File: src/rtl/loader_pkg.sv
// Shared types for the boot-time instruction loader: FSM state encoding and word geometry.
package loader_pkg;

  typedef enum logic [2:0] {
    S_LEN_LO,
    S_LEN_HI,
    S_DATA,
    S_CSUM,
    S_RUN,
    S_ERR
  } state_t;

  localparam int BYTES_PER_WORD = 4;

endpackage

File: src/rtl/insn_loader_byte_packer.sv
// Little-endian byte-to-word assembler: byte k lands in bits [8k+7:8k]; the word is
// presented combinationally alongside the accept of its final byte.
module byte_packer
  import loader_pkg::*;
(
  input  logic        clk,
  input  logic        reset,
  input  logic        in_valid,
  input  logic [7:0]  in_byte,
  output logic        word_valid,
  output logic [31:0] word
);

  localparam int IDX_W = $clog2(BYTES_PER_WORD);
  localparam int LO_W  = 8 * (BYTES_PER_WORD - 1);

  logic [IDX_W-1:0] idx;
  logic [LO_W-1:0]  lo;

  assign word_valid = in_valid && (idx == IDX_W'(BYTES_PER_WORD - 1));
  // The top byte never needs storing; it is spliced straight in on its accept cycle.
  assign word       = {in_byte, lo};

  always_ff @(posedge clk) begin
    if (reset) begin
      idx <= '0;
      lo  <= '0;
    end else if (in_valid) begin
      if (word_valid) begin
        idx <= '0;
      end else begin
        idx           <= idx + IDX_W'(1);
        lo[8*idx +: 8] <= in_byte;
      end
    end
  end

endmodule

File: src/rtl/insn_loader.sv
// Streams a length-prefixed, XOR-checksummed image into instruction memory and holds
// the core in reset until the image is fully written and verified.
module insn_loader
  import loader_pkg::*;
#(
  parameter int ADDR_W    = 10,
  parameter int MAX_WORDS = 1024
) (
  input  logic              clk,
  input  logic              reset,
  input  logic              rx_valid,
  input  logic [7:0]        rx_data,
  output logic              rx_ready,
  output logic              mem_we,
  output logic [ADDR_W-1:0] mem_addr,
  output logic [31:0]       mem_wdata,
  output logic              core_reset,
  output logic              busy,
  output logic              done,
  output logic              error,
  output logic [ADDR_W:0]   words_loaded
);

  state_t          state;
  logic [7:0]      len_lo;
  logic [15:0]     len;
  logic [7:0]      csum;
  logic [ADDR_W:0] widx;
  logic            acc;
  logic            pk_valid;
  logic [31:0]     pk_word;
  logic [15:0]     n_hdr;
  logic [15:0]     widx_nx;

  assign rx_ready = !reset && (state inside {S_LEN_LO, S_LEN_HI, S_DATA, S_CSUM});
  assign acc      = rx_valid && rx_ready;
  assign n_hdr    = {rx_data, len_lo};
  assign widx_nx  = 16'(widx) + 16'd1;
  // The word index advances on the same edge that raises mem_we, so it doubles as the count.
  assign words_loaded = widx;

  byte_packer u_pack (
    .clk        (clk),
    .reset      (reset),
    .in_valid   (acc && (state == S_DATA)),
    .in_byte    (rx_data),
    .word_valid (pk_valid),
    .word       (pk_word)
  );

  always_ff @(posedge clk) begin
    if (reset) begin
      state      <= S_LEN_LO;
      len_lo     <= '0;
      len        <= '0;
      csum       <= '0;
      widx       <= '0;
      mem_we     <= 1'b0;
      mem_addr   <= '0;
      mem_wdata  <= '0;
      core_reset <= 1'b1;
      busy       <= 1'b0;
      done       <= 1'b0;
      error      <= 1'b0;
    end else begin
      mem_we <= 1'b0;
      if (acc && state != S_CSUM) csum <= csum ^ rx_data;
      case (state)
        S_LEN_LO: if (acc) begin
          len_lo <= rx_data;
          busy   <= 1'b1;
          state  <= S_LEN_HI;
        end
        S_LEN_HI: if (acc) begin
          len <= n_hdr;
          if (n_hdr == 16'd0) begin
            state <= S_CSUM;
          end else if (n_hdr > 16'(MAX_WORDS)) begin
            state <= S_ERR;
            error <= 1'b1;
            busy  <= 1'b0;
          end else begin
            state <= S_DATA;
          end
        end
        S_DATA: if (pk_valid) begin
          mem_we    <= 1'b1;
          mem_addr  <= widx[ADDR_W-1:0];
          mem_wdata <= pk_word;
          widx      <= widx + 1'b1;
          if (widx_nx == len) state <= S_CSUM;
        end
        // csum here already folds in byte 3 of the last word, accepted the cycle before.
        S_CSUM: if (acc) begin
          busy <= 1'b0;
          if (rx_data == csum) begin
            state      <= S_RUN;
            done       <= 1'b1;
            core_reset <= 1'b0;
          end else begin
            state <= S_ERR;
            error <= 1'b1;
          end
        end
        default: ;
      endcase
    end
  end

endmodule

File: config.mk
export PLATFORM = sky130hd
export DESIGN_NAME = insn_loader
export DESIGN_NICKNAME = d
export VERILOG_FILES = /design/src/rtl/loader_pkg.sv /design/src/rtl/insn_loader_byte_packer.sv /design/src/rtl/insn_loader.sv
export SDC_FILE = /design/constraint.sdc
export NUM_CORES = 1
export LEC_CHECK = 0
export CORE_MARGIN = 2
export CORE_UTILIZATION = 50
export DETAILED_ROUTE_END_ITERATION = 8
export GPL_TIMING_DRIVEN = 0
export PLACE_DENSITY = 0.79
export SETUP_SLACK_MARGIN = 0.1
export SKIP_CTS_REPAIR_TIMING = 1
export SLEW_MARGIN = 20
export SYNTH_ARGS = -nofsm -noshare
export SYNTH_HDL_FRONTEND = slang
export SYNTH_SLANG_ARGS = --single-unit
File: constraint.sdc
create_clock -name clk -period 6.95 [get_ports clk]
set_input_delay 0.695 -clock clk [delete_from_list [all_inputs] [get_ports clk]]
set_output_delay 0.695 -clock clk [all_outputs]
set_load 0.02 [all_outputs]
After elaboration in Yosys (flattened, before gate mapping)
Index checks and enable logic that the tools add are counted.

$add $sub $neg: 4. $lt $le $gt $ge: 1. Equal/unequal tests: 15. Shift operators: 2. Multiplexer cells: 24. Bitwise logic cells: 3. Reductions and logical operators: 20.

Operators with widths (number): 5-bit negator with 34-bit output (1); 8-bit by 34-bit variable shift with 24-bit output, first input constant (1); 8-bit by 34-bit indexed part select with 24-bit output (1); 24-bit bitwise mux (1); 3-bit two-way mux (7); 6-bit AND reduction (3); 12-bit by 16-bit == test with 1-bit output (1); 16-bit by 11-bit > comparator with 1-bit output, second input constant (1); 16-bit zero test (1); 11-bit by 1-bit adder with 12-bit output, second input constant (1); 1-bit two-way mux (12); 2-bit inequality test, second input constant (6); 3-bit one-hot mux with 4 select lines (1); 11-bit by 1-bit adder with 11-bit output, second input constant (1); 8-bit == test (1); 2-bit AND reduction (4); 8-bit XOR (1); 3-bit by 2-bit == test with 1-bit output, second input constant (2); 1-bit logical AND (5); 2-bit by 1-bit inequality test with 1-bit output, second input constant (2); 4-bit nonzero test (1); 3-bit by 1-bit == test with 1-bit output, second input constant (1); 3-bit zero test (1); 3-bit by 2-bit inequality test with 1-bit output, second input constant (1); 11 further kinds (12).

Register bits: 119. Input bits: 11. Output and inout port bits: 59. Word-level logic and storage cells: 83.

Depth between registers and ports, before layout
Depth in word-level cells: 8. Gate-level depth with buffers: 8. Gate-level depth less buffers: 8.

By module
A second synthesis with hierarchy kept.

Cells, all modules: 608. Area total of the unflattened synthesis: 5064.9 um2.

Modules (own cells, without submodules): insn_loader (instances 1, cells an instance 488, area each 3927.5 um2, seq. area each 1861.8 um2); byte_packer (instances 1, cells an instance 120, area each 1137.3 um2, seq. area each 520.5 um2).

Worst setup path before layout
OpenSTA, ideal clock, no wires.

Path kind: input to register. Start point: in reset. End point: reg state[1]. Setup time: 0.123 ns. Arrival: 2.873 ns. Required time: 6.827 ns. Setup slack: 3.954 ns. Cell stages on the path: 8. Path buffers: 1. Cells stage by stage: buf_2 > nor2_4 > nand4_4 > or4_1 > a2111o_1 > a2111oi_2 > or2_2 > mux2_1.

Cells in the longest elaborated chain, start to end: 7. Elaborated cells on any way between the ends: 10. Those cells by class: eq/ne (4); reduce/logical (6).

RTL lines: start, declared (line insn_loader.sv:10) `input logic reset,`; 1-bit zero test * (line insn_loader.sv:35) `assign rx_ready = !reset && (state inside {S_LEN_LO, S_LEN_HI, S_DATA, S_CSUM});`; 1-bit logical AND * (line insn_loader.sv:35); named net rx_ready (line insn_loader.sv:13) `output logic rx_ready,`; 1-bit logical AND * (line insn_loader.sv:36) `assign acc = rx_valid && rx_ready;`; 1-bit logical AND (line insn_loader.sv:45) `.in_valid (acc && (state == S_DATA)),`; 1-bit logical AND (line insn_loader_byte_packer.sv:20) `assign word_valid = in_valid && (idx == IDX_W'(BYTES_PER_WORD - 1));`; 2-bit inequality test (no source line); 6-bit AND reduction (no source line) *; end signal, assigned (line insn_loader.sv:53) `state <= S_LEN_LO;`; end signal, assigned (line insn_loader.sv:72) `state <= S_LEN_HI;`; end signal, assigned (line insn_loader.sv:77) `state <= S_CSUM;`; end, declared (line insn_loader.sv:24) `state_t state;`.

The timed path passes the listed nets; every way through them passes the cells marked *. A chain may end at the register's enable or synchronous reset.

Worst setup path in the final report
Start point: reg widx[0] (netlist: words_loaded[0]). End point: reg state[1].

Cells in the longest elaborated chain, start to end: 4.

RTL lines: start, declared (line insn_loader.sv:28) `logic [ADDR_W:0] widx;`; start signal, assigned (line insn_loader.sv:90) `widx <= widx + 1'b1;`; 11-bit by 1-bit adder with 12-bit output (line insn_loader.sv:38) `assign widx_nx = 16'(widx) + 16'd1;`; 12-bit by 16-bit == test with 1-bit output (line insn_loader.sv:91) `if (widx_nx == len) state <= S_CSUM;`; 2-bit by 1-bit inequality test with 1-bit output (no source line); 6-bit AND reduction (no source line); end signal, assigned (line insn_loader.sv:91); end signal, assigned (line insn_loader.sv:97) `state <= S_RUN;`; end signal, assigned (line insn_loader.sv:101) `state <= S_ERR;`.

Every way passes these cells.

==> results.yml <==
status:
  status: "finished, final reports clean"
logic_synthesis:
  synth_top_area_share_pct: 48.80
  synthArstFlopShare_pct: 0
  yosysMostFrequentCell: "nand2_1"
  postSynthAreaPerCell_um2: 7.939
  yosysUniqueCellTypes: 40
  yosys_warnings: 0
  netlist_area_um2: 4882
  synth_fp_nets: 632
  ys_ff_latch: 119
  synth_edf_count: 0
  synth.top_cells.by_area: "dfxtp_1 (49%), nand2_1 (14%), a21oi_1 (9.9%)"
  synth_common_cells: "nand2_1 (183), dfxtp_1 (119), a21oi_1 (97)"
  synth_top_area_cell: "dfxtp_1"
  yosysSeqAreaShare_pct: 48.80
  netlist_instances: 615
  synth_top_flop_cell: "dfxtp_1"
place:
  pre_cts_ws_ns: 3.436
  place.gp.congestion: 0.8930
  dp_hpwl_um: 8512
  io_buffers: 60
cells_and_area:
  n_antenna_cell: 0
  area_delta_synth_final_pct: 27.24
  drive_gt1_share_pct: 5.516
  nNetsFinal: 711
global_routing:
  gr-total-overflow: 0
  first_global_vias: 4401
  grt_max_degree: 17
  antenna_found_initial: 0
  grt_pass1_wl_um: 20500
  grtUsageTotal_pct: 24.88
sta:
  setup_tns_ns: 0
  finalSetupViolCount: 0
  worstMarginPinSlew_ns: 0.9613
  timing.final.max_slew_violations: 0
  finalWorstSetupSlack_ns: 3.870
  min_period_ns: 3.080
  rsz0062_at_grt: "false"
  finalClockSkew_ns: 0.008829
  timing.fmax_mhz: 324.7
  relSlewSlack_pct: 35.77
  period_share_pct: 44.32
  finalHoldViolCount: 0
pwr:
  p_leak_nw: 2.135
  power_density_nw_per_um2: 256.8
  vdd_drop_max_mv: 0.2015
drt:
  wirelength_um: 12490
  ant_nets: 0
  avgRoutedWirePerCell_um: 14.86
  vias: 4491
  drcViolationCount: 0
  dr.pass1.iters: 7
  viasPerCell: 5.346
  dr.first_iter.drc_count: 269
critical_path:
  critical_path_class: "reg -> reg"
  critical_path_arrival_ns: 3.49
  path_cells: "ha_1 > nand3_1 > xnor2_1 > or4_1 > a2111o_1 > a2111oi_2 > or2_2 > mux2_1"
  cp.required_ns: 7.36
  critical-path-top-delay-family: "simple AND/OR/NAND/NOR gates"
  cp-end-kind: "register"
  critPathMaxStageDelay_ns: 0.49
  slowest_stage: "dfxtp_1"
  cp_num_buf_inv: 0
  worstPathMaxFanout: 6
  startpoint_type: "register"
clock_network:
  htreeDepth: 4
  clk_latency_ns: 0.52
  clockRootBuffer: "clkbuf_8"
  cts_tree: "yes"
  clk_path_buf_depth: 2
  clk_pin_slew_ns: 0.06
  cts_inserted_buffers: 17
  clock_sinks: 119
floorplan:
  num_io_pins: 70
  die_w_um: 102.8
  row_count: 36
  die_h_um: 102.8
  initial_utilization_pct: 50.65
  core_area_um2: 9639
  dieArea_um2: 10570
flow_run:
  max_cap_violations: 0
worst_hold_path:
  hp-class: "reg -> reg"
==> layout make-up <==
| class | count | area (um^2) |
|---|---|---|
| Sequential cell | 119 | 2382 |
| Multi-Input combinational cell | 446 | 2306 |
| Clock buffer | 19 | 431.7 |
| Buffer | 44 | 171.4 |
| Timing Repair Buffer | 60 | 600.6 |
| Fill cell | 820 | 3427 |
| Clock inverter | 13 | 131.4 |
| Inverter | 6 | 22.52 |
| Tap cell | 133 | 166.4 |
==> where the power goes <==
group | internal, mW | switching (mW)
sequential | 0.691 | 0.00841
combinational | 0.0210 | 0.0444
clock | 0.515 | 0.315
==> state kept, by name, summed over array words and instances (netlist names) <==
register / flops
busy: 1
core_reset: 1
csum: 8
done: 1
error: 1
len: 16
len_lo: 8
mem_addr: 10
mem_wdata: 32
mem_we: 1
state: 3
u_pack.idx: 2
u_pack.lo: 24
words_loaded: 11
==> routing by layer <==
| metal | up-vias | global-route usage (%) | share of wire, % |
|---|---|---|---|
| met5 | - | 0 | 0 |
| met4 | 0 | 9.717 | 1.9 |
| met3 | 29 | 6.508 | 6.3 |
| met2 | 155 | 41.33 | 49 |
| met1 | 2121 | 31.10 | 42 |
| li1 | 2186 | - | - |
==> layout by cell type, fill, tap and decap left out, types with 3 or more instances in the layout <==
master / count
xnor2_1: 19
nor3_1: 9
nand4_1: 17
xor2_1: 23
clkinv_2: 5
clkinvlp_4: 5
ha_1: 6
o21ai_0: 4
nor3b_1: 4
nor2b_1: 3
clkbuf_1: 41
or3_1: 5
dfxtp_1: 119
clkbuf_16: 16
inv_1: 6
nand3_1: 17
nor4_1: 3
nor2_1: 31
nand2b_1: 3
a21oi_1: 97
nand2_1: 183
clkdlybuf4s50_1: 60
and3_1: 3
==> per-stage QoR <==
stage	power [mW]	utilization, %	cell area [um^2]	hold WS (ns)	std cells
after floorplan	0.7571	-	4882	0.4321	615
after global placement	0.7753	58.61	5649	0.4338	808
after detailed placement	0.7776	58.61	5649	0.4450	808
after CTS	1.592	64.45	6212	0.4507	840
after global routing	1.632	64.45	6212	0.4626	840
final	1.595	64.45	6212	0.4502	840
==> worst reg2reg max path, cell delays in order, from the launching register on <==
cell       delay (ns)
dfxtp_1          0.49
ha_1             0.27
nand3_1          0.23
xnor2_1          0.20
or4_1            0.41
a2111o_1         0.31
a2111oi_2        0.49
or2_2            0.24
mux2_1           0.32
==> final timing paths <==
| path | from | endpoint | slack, ns | depth (start not counted) |
|---|---|---|---|---|
| worst min-delay path | u_pack.lo[3] | u_pack.lo[3] | 0.45 | 2 |
| worst min register to register | u_pack.lo[3] | u_pack.lo[3] | 0.45 | 2 |
| worst max register to register | words_loaded[0] | state[1] | 3.87 | 8 |
| worst max-delay path | words_loaded[0] | state[1] | 3.87 | 8 |
==> logic make-up (layout without fill, tap and decap cells) <==
kind of cell / Yosys count / in the layout / synth area share, %
XOR/XNOR: 42 / 42 / 7.535
multiplexers: 3 / 3 / 0.6407
buffers and inverters: 50 / 142 / 3.972
AND/OR/NAND/NOR: 286 / 286 / 25.71
adder cells (fa/ha/maj): 6 / 6 / 1.538
flip-flops: 119 / 119 / 48.80
AO/OA/AOI/OAI: 109 / 109 / 11.81
Note: power is estimated with default switching activity, not from simulation.
